==> config.mk <==
export PLATFORM = sky130hd
export DESIGN_NAME = rvc_compressor
export DESIGN_NICKNAME = d
export VERILOG_FILES = /design/src/rtl/rvc_compressor_pkg.sv /design/src/rtl/rvc_compressor_encode.sv /design/src/rtl/rvc_compressor.sv
export SDC_FILE = /design/constraint.sdc
export NUM_CORES = 1
export LEC_CHECK = 0
export ABC_AREA = 1
export BUFFER_PORTS_ARGS = -buffer_cell sky130_fd_sc_hd__buf_2
export CAP_MARGIN = 20
export CORE_MARGIN = 4
export CORE_UTILIZATION = 50
export DETAILED_ROUTE_END_ITERATION = 12
export GPL_TIMING_DRIVEN = 0
export PLACE_DENSITY_LB_ADDON = 0.2
export SYNTH_ARGS = -nofsm -noshare
export SYNTH_HDL_FRONTEND = slang
export SYNTH_SLANG_ARGS = --single-unit
==> constraint.sdc <==
create_clock -name clk -period 2.6 [get_ports clk]
set_clock_uncertainty 0.05 [all_clocks]
set_input_delay 0.52 -clock clk [delete_from_list [all_inputs] [get_ports clk]]
set_output_delay 0.52 -clock clk [all_outputs]
set_load 0.02 [all_outputs]
==> src/rtl/rvc_compressor_pkg.sv <==
// rvc_compressor_pkg: RV32I/RVC encoding constants, packer state and
// compressed-result type shared by the compressor and its encoder.
`default_nettype none
package rvc_compressor_pkg;

   localparam logic [6:0] OPC_OP_IMM = 7'b0010011;
   localparam logic [6:0] OPC_OP     = 7'b0110011;
   localparam logic [6:0] OPC_LOAD   = 7'b0000011;
   localparam logic [6:0] OPC_STORE  = 7'b0100011;
   localparam logic [2:0] F3_ADD     = 3'b000;
   localparam logic [2:0] F3_WORD    = 3'b010;
   localparam logic [6:0] F7_ADD     = 7'b0000000;

   localparam logic [1:0]  CQ0       = 2'b00;
   localparam logic [1:0]  CQ1       = 2'b01;
   localparam logic [1:0]  CQ2       = 2'b10;
   localparam logic [2:0]  CF3_ADDI  = 3'b000;
   localparam logic [2:0]  CF3_LI    = 3'b010;
   localparam logic [2:0]  CF3_LW    = 3'b010;
   localparam logic [2:0]  CF3_SW    = 3'b110;
   localparam logic [3:0]  CF4_MV    = 4'b1000;
   localparam logic [3:0]  CF4_ADD   = 4'b1001;
   localparam logic [15:0] C_NOP     = 16'h0001;

   typedef enum logic [0:0] {
      ST_EMPTY = 1'b0,
      ST_HALF  = 1'b1
   } pack_state_t;

   typedef struct packed {
      logic        is16;
      logic [31:0] bits;
   } comp_t;

   // Compressed register fields only reach x8..x15.
   function automatic logic is_creg(input logic [4:0] r);
      return r[4:3] == 2'b01;
   endfunction

endpackage
`default_nettype wire

==> src/rtl/rvc_compressor_encode.sv <==
// rvc_encode: combinational RV32I -> RVC substitution; first match wins,
// non-compressible words pass through with is16 clear.
`default_nettype none
module rvc_encode
   import rvc_compressor_pkg::*;
(
   input  logic [31:0] instr,
   output comp_t       res
);

   logic [6:0]  w_opc;
   logic [4:0]  w_rd, w_rs1, w_rs2;
   logic [2:0]  w_f3;
   logic [6:0]  w_f7;
   logic [11:0] w_imm_i, w_imm_s;
   logic        w_fits6, w_is_addi, w_is_add, w_is_lw, w_is_sw, w_off_i_ok, w_off_s_ok;

   assign w_opc   = instr[6:0];
   assign w_rd    = instr[11:7];
   assign w_f3    = instr[14:12];
   assign w_rs1   = instr[19:15];
   assign w_rs2   = instr[24:20];
   assign w_f7    = instr[31:25];
   assign w_imm_i = instr[31:20];
   assign w_imm_s = {instr[31:25], instr[11:7]};

   assign w_fits6    = (w_imm_i[11:5] == 7'h00) || (w_imm_i[11:5] == 7'h7F);
   assign w_is_addi  = (w_opc == OPC_OP_IMM) && (w_f3 == F3_ADD);
   assign w_is_add   = (w_opc == OPC_OP) && (w_f3 == F3_ADD) && (w_f7 == F7_ADD);
   assign w_is_lw    = (w_opc == OPC_LOAD) && (w_f3 == F3_WORD);
   assign w_is_sw    = (w_opc == OPC_STORE) && (w_f3 == F3_WORD);
   // Word offsets 0..124 in steps of 4.
   assign w_off_i_ok = (w_imm_i[11:7] == 5'd0) && (w_imm_i[1:0] == 2'd0);
   assign w_off_s_ok = (w_imm_s[11:7] == 5'd0) && (w_imm_s[1:0] == 2'd0);

   always_comb begin
      res.is16 = 1'b1;
      res.bits = 32'd0;
      if (w_is_addi && w_rd == 5'd0 && w_rs1 == 5'd0 && w_imm_i == 12'd0)
         res.bits[15:0] = C_NOP;
      else if (w_is_addi && w_rd != 5'd0 && w_rs1 == 5'd0 && w_fits6)
         res.bits[15:0] = {CF3_LI, w_imm_i[5], w_rd, w_imm_i[4:0], CQ1};
      else if (w_is_addi && w_rd != 5'd0 && w_rd == w_rs1 && w_imm_i != 12'd0 && w_fits6)
         res.bits[15:0] = {CF3_ADDI, w_imm_i[5], w_rd, w_imm_i[4:0], CQ1};
      else if (w_is_add && w_rd != 5'd0 && w_rs1 == 5'd0 && w_rs2 != 5'd0)
         res.bits[15:0] = {CF4_MV, w_rd, w_rs2, CQ2};
      else if (w_is_add && w_rd != 5'd0 && w_rd == w_rs1 && w_rs2 != 5'd0)
         res.bits[15:0] = {CF4_ADD, w_rd, w_rs2, CQ2};
      else if (w_is_lw && is_creg(w_rd) && is_creg(w_rs1) && w_off_i_ok)
         res.bits[15:0] = {CF3_LW, w_imm_i[5:3], w_rs1[2:0], w_imm_i[2], w_imm_i[6],
                           w_rd[2:0], CQ0};
      else if (w_is_sw && is_creg(w_rs2) && is_creg(w_rs1) && w_off_s_ok)
         res.bits[15:0] = {CF3_SW, w_imm_s[5:3], w_rs1[2:0], w_imm_s[2], w_imm_s[6],
                           w_rs2[2:0], CQ0};
      else begin
         res.is16 = 1'b0;
         res.bits = instr;
      end
   end

endmodule
`default_nettype wire

==> src/rtl/rvc_compressor.sv <==
// +---------------------------------------------------------------------------+
// | rvc_compressor: RV32I->RVC compressor packing a 16/32-bit stream into     |
// | 32-bit words. Option macro: COMPRESSOR_STATS_EN (cnt_total/compressed).   |
// | Revision: 1.0                                                             |
// +---------------------------------------------------------------------------+
`default_nettype none
module rvc_compressor
   import rvc_compressor_pkg::*;
#(
   parameter logic [15:0] NOP_HALF = 16'h0001
) (
   input  logic        clk,
   input  logic        rst,
   input  logic        in_valid,
   output logic        in_ready,
   input  logic [31:0] in_instr,
   input  logic        flush,
   output logic        flush_done,
   output logic        out_valid,
   input  logic        out_ready,
   output logic [31:0] out_word,
   output logic        err
`ifdef COMPRESSOR_STATS_EN
  ,output logic [31:0] cnt_total,
   output logic [31:0] cnt_compressed
`endif
);

   pack_state_t r_state, w_state_nx;
   logic [15:0] r_pend, w_pend_nx;
   logic [31:0] w_word_nx;
   logic        r_flush, w_flush_nx, w_valid_nx, w_done_nx, w_err_nx;
   logic        w_accept, w_service;
   comp_t       w_comp;

   rvc_encode u_encode (
      .instr (in_instr),
      .res   (w_comp)
   );

   assign in_ready  = !out_valid || out_ready;
   assign w_accept  = in_valid && in_ready;
   // A pending flush only proceeds in an idle cycle where the output can move.
   assign w_service = r_flush && !w_accept && in_ready;

   always_comb begin
      w_state_nx = r_state;
      w_pend_nx  = r_pend;
      w_word_nx  = out_word;
      w_valid_nx = out_valid && !out_ready;
      w_flush_nx = (r_flush && !w_service) || flush;
      w_done_nx  = 1'b0;
      w_err_nx   = w_accept && (in_instr[1:0] != 2'b11);
      if (w_accept) begin
         case (r_state)
            ST_EMPTY: begin
               if (w_comp.is16) begin
                  w_pend_nx  = w_comp.bits[15:0];
                  w_state_nx = ST_HALF;
               end else begin
                  w_word_nx  = w_comp.bits;
                  w_valid_nx = 1'b1;
               end
            end
            default: begin
               w_word_nx  = {w_comp.bits[15:0], r_pend};
               w_valid_nx = 1'b1;
               if (w_comp.is16)
                  w_state_nx = ST_EMPTY;
               else
                  w_pend_nx = w_comp.bits[31:16];
            end
         endcase
      end else if (w_service) begin
         w_done_nx = 1'b1;
         if (r_state == ST_HALF) begin
            w_word_nx  = {NOP_HALF, r_pend};
            w_valid_nx = 1'b1;
            w_state_nx = ST_EMPTY;
         end
      end
   end

   always_ff @(posedge clk or negedge rst) begin
      if (!rst) begin
         r_state    <= ST_EMPTY;
         r_pend     <= 16'd0;
         r_flush    <= 1'b0;
         out_word   <= 32'd0;
         out_valid  <= 1'b0;
         flush_done <= 1'b0;
         err        <= 1'b0;
      end else begin
         r_state    <= w_state_nx;
         r_pend     <= w_pend_nx;
         r_flush    <= w_flush_nx;
         out_word   <= w_word_nx;
         out_valid  <= w_valid_nx;
         flush_done <= w_done_nx;
         err        <= w_err_nx;
      end
   end

`ifdef COMPRESSOR_STATS_EN
   always_ff @(posedge clk or negedge rst) begin
      if (!rst) begin
         cnt_total      <= 32'd0;
         cnt_compressed <= 32'd0;
      end else if (w_accept) begin
         if (cnt_total != 32'hFFFF_FFFF)
            cnt_total <= cnt_total + 32'd1;
         if (w_comp.is16 && cnt_compressed != 32'hFFFF_FFFF)
            cnt_compressed <= cnt_compressed + 32'd1;
      end
   end
`endif

endmodule
`default_nettype wire

==> impl_metrics.ini <==
[synth]
yosys_register_bits = 53
yosysWarnings = 0
netlist_instances = 558
syn_avg_cell_area_um2 = 6.34
yosysSeqAreaShare_pct = 37.5
synth_top_area_cell = dfrtp_1
synth.distinct_cells = 35
synth_top_area_share_pct = 37.5
ys_top_cells_by_area = dfrtp_1 37%, nand2_1 26%, nand3_1 6.4%
netlist_area_mm2 = 0.00354
syn-num-nets = 596

[placement]
dp_cells = 727
hpwl_um = 8770
routabilityCongestion = 0.952
placed_cell_area_mm2 = 0.00404
port_buffers = 72
pre_cts_ws_ns = -0.637

[clock_network]
clk_latency_ns = 0.31
clock-root-buffer = clkbuf_8
hold_buffers = 0
htreeDepth = 2
clock-sinks = 53
clk_pin_slew_ns = 0.09
ctsLongestPathBuffers = 2
cts_tree = done
cts_buffers = 5

[finish]
final_common_cell = nand2_1
layout_common_cells = 245 x nand2_1, 75 x buf_2, 53 x dfrtp_1
post-route-util_pct = 62.4
final_nets = 687
num_antenna_cells = 0
drive_gt1_share_pct = 21.8
areaGrowthSynthToFinish_pct = 20.5
fin_cells = 746
finalInstanceArea_mm2 = 0.00427

[setup_path]
crit_fanout = 10
critPathRequiredTime_ns = 2.81
arrival_ns = 2.64
r2r-start = r_state$_DFFE_PN0P_
startpoint = in_instr[0]
setup.worst_path.class = in2reg
start_kind = input port
end_kind = register

[drt]
wl_per_cell_um = 14.7
ant_nets = 0
viasPerCell = 5.18
dr.first_iter.drc_count = 234
routed_wl_um = 11000
num_vias = 3868
dr.pass1.iters = 5
route.detailed.drc = 0

[floorplanning]
die_h_um = 92.1
core_mm2 = 0.00683
die_w_um = 92.1
start_util_pct = 51.8
die_area_mm2 = 0.00849
std_cell_rows = 30
io-pin-count = 73

[timing]
max_slew_margin_pct = 65.5
max_freq_mhz = 411
finalHoldViolCount = 0
setup_slack_ns = 0.164
fin_crit_sh_pct = 93.7
worst_pin_slew_ns = 0.512
setup_tns_ns = 0
setup_viol = 0
final_max_slew_viol_count = 0
fin_crit_ns = 2.44
whs_ns = 0.0635
rsz0062_at_grt = no

[global_route]
grt_pass1_vias = 3664
grt_pass1_wl_um = 18000
grt-ovfl-total = 0
antenna_found_initial = 0
grt_usage_pct = 26.8
grt_max_degree = 38

[status]
status = finished, final reports clean

[pwr]
p_leak_nw = 2.41
powerDensity_mw_per_mm2 = 598
total_power_mw = 2.55
ir_drop_mv = 0.402

[run]
maxCapViolCount = 0

[min_path]
hp-class = in2async
-- synth_stat cells --
cell type,count
a21oi_1,25
a21oi_2,1
and3_1,1
buf_1,3
buf_2,4
buf_6,2
clkbuf_1,9
dfrtp_1,53
ha_1,1
inv_1,44
inv_2,10
nand2_1,248
nand2_2,2
nand2b_1,1
nand3_1,45
nand3_2,3
nand3b_1,1
nand4_1,7
nor2_1,48
nor2_2,6
nor2_4,4
nor3_1,7
nor4_1,1
o211ai_1,1
o21a_1,6
o21ai_0,3
o21ai_1,11
o21ai_2,1
o21ai_4,1
o21bai_1,1
o22ai_1,3
o31ai_1,1
or2_0,1
or2_2,2
xnor2_1,1
-- worst max-delay path, cell delays in order --
cell and delay, ns:
buf_2 0.12, nand2_1 0.05, inv_1 0.07, nand2_2 0.11, inv_2 0.06, nand2_1 0.07
nor2_2 0.05, nand2_2 0.12, nand2_2 0.09, buf_6 0.14, nor4_2 0.26, inv_1 0.07
ha_2 0.21, nor2_4 0.16, inv_2 0.07, buf_4 0.17, a21oi_1 0.13, o21ai_1 0.08
nand2_1 0.08
-- registers in the layout, summed over array words and instances (netlist names) --
name / flops
flush_done: 1
r_pend: 16
r_flush: 1
r_state: 1
out_valid: 1
out_word: 32
err: 1
-- per-layer routing --
metal / vias up / global-route usage, % / routed length [um]
li1: 1934 / - / -
met4: 0 / 7.80 / 192
met3: 16 / 4.51 / 652
met2: 140 / 41.1 / 4870
met1: 1778 / 38.7 / 5250
met5: - / 0 / 0
-- kinds of logic (layout without fill, tap and decap cells) --
group	Yosys count	after routing	share of synthesized area, %
simple gates	377	377	44.8
flops	53	53	37.5
buf+inv	72	164	8.20
compound gates	54	54	8.91
fa+ha+maj	1	1	0.354
xor+xnor	1	1	0.248
-- power breakdown --
part           switching, mW  internal, mW  leakage, nW
Combinational          0.565         0.308         1.71
Sequential             0.130          1.08        0.654
Clock                  0.278         0.190       0.0374
-- final cells by class --
class,instances,area [um^2]
clock inverter,2,15.0
clock buffer,6,72.6
timing repair buffer,84,463
buffer,18,105
multi-input combinational,433,1960
inverter,54,205
tap,96,120
fill,699,2570
sequential,53,1330
-- final timing paths --
path,slack (ns),cells after the start,endpoint
setup / recovery,0.16,19,out_word[8]$_DFFE_PN0P_
hold / removal,0.06,1,out_valid$_DFF_PN0_
setup reg to reg,0.43,10,r_pend[6]$_DFFE_PN0P_
hold reg to reg,0.43,2,out_word[29]$_DFFE_PN0P_
max in group asynchronous,1.91,2,out_word[20]$_DFFE_PN0P_
min in group clk,0.36,2,r_flush$_DFF_PN0_
-- timing repair --
item,in CTS,in global routing
buffers inserted,3,8
endpoints found under the setup margin,49,48
pin swaps,3,7
resized for setup,6,19
Note: power is estimated with default switching activity, not from simulation.
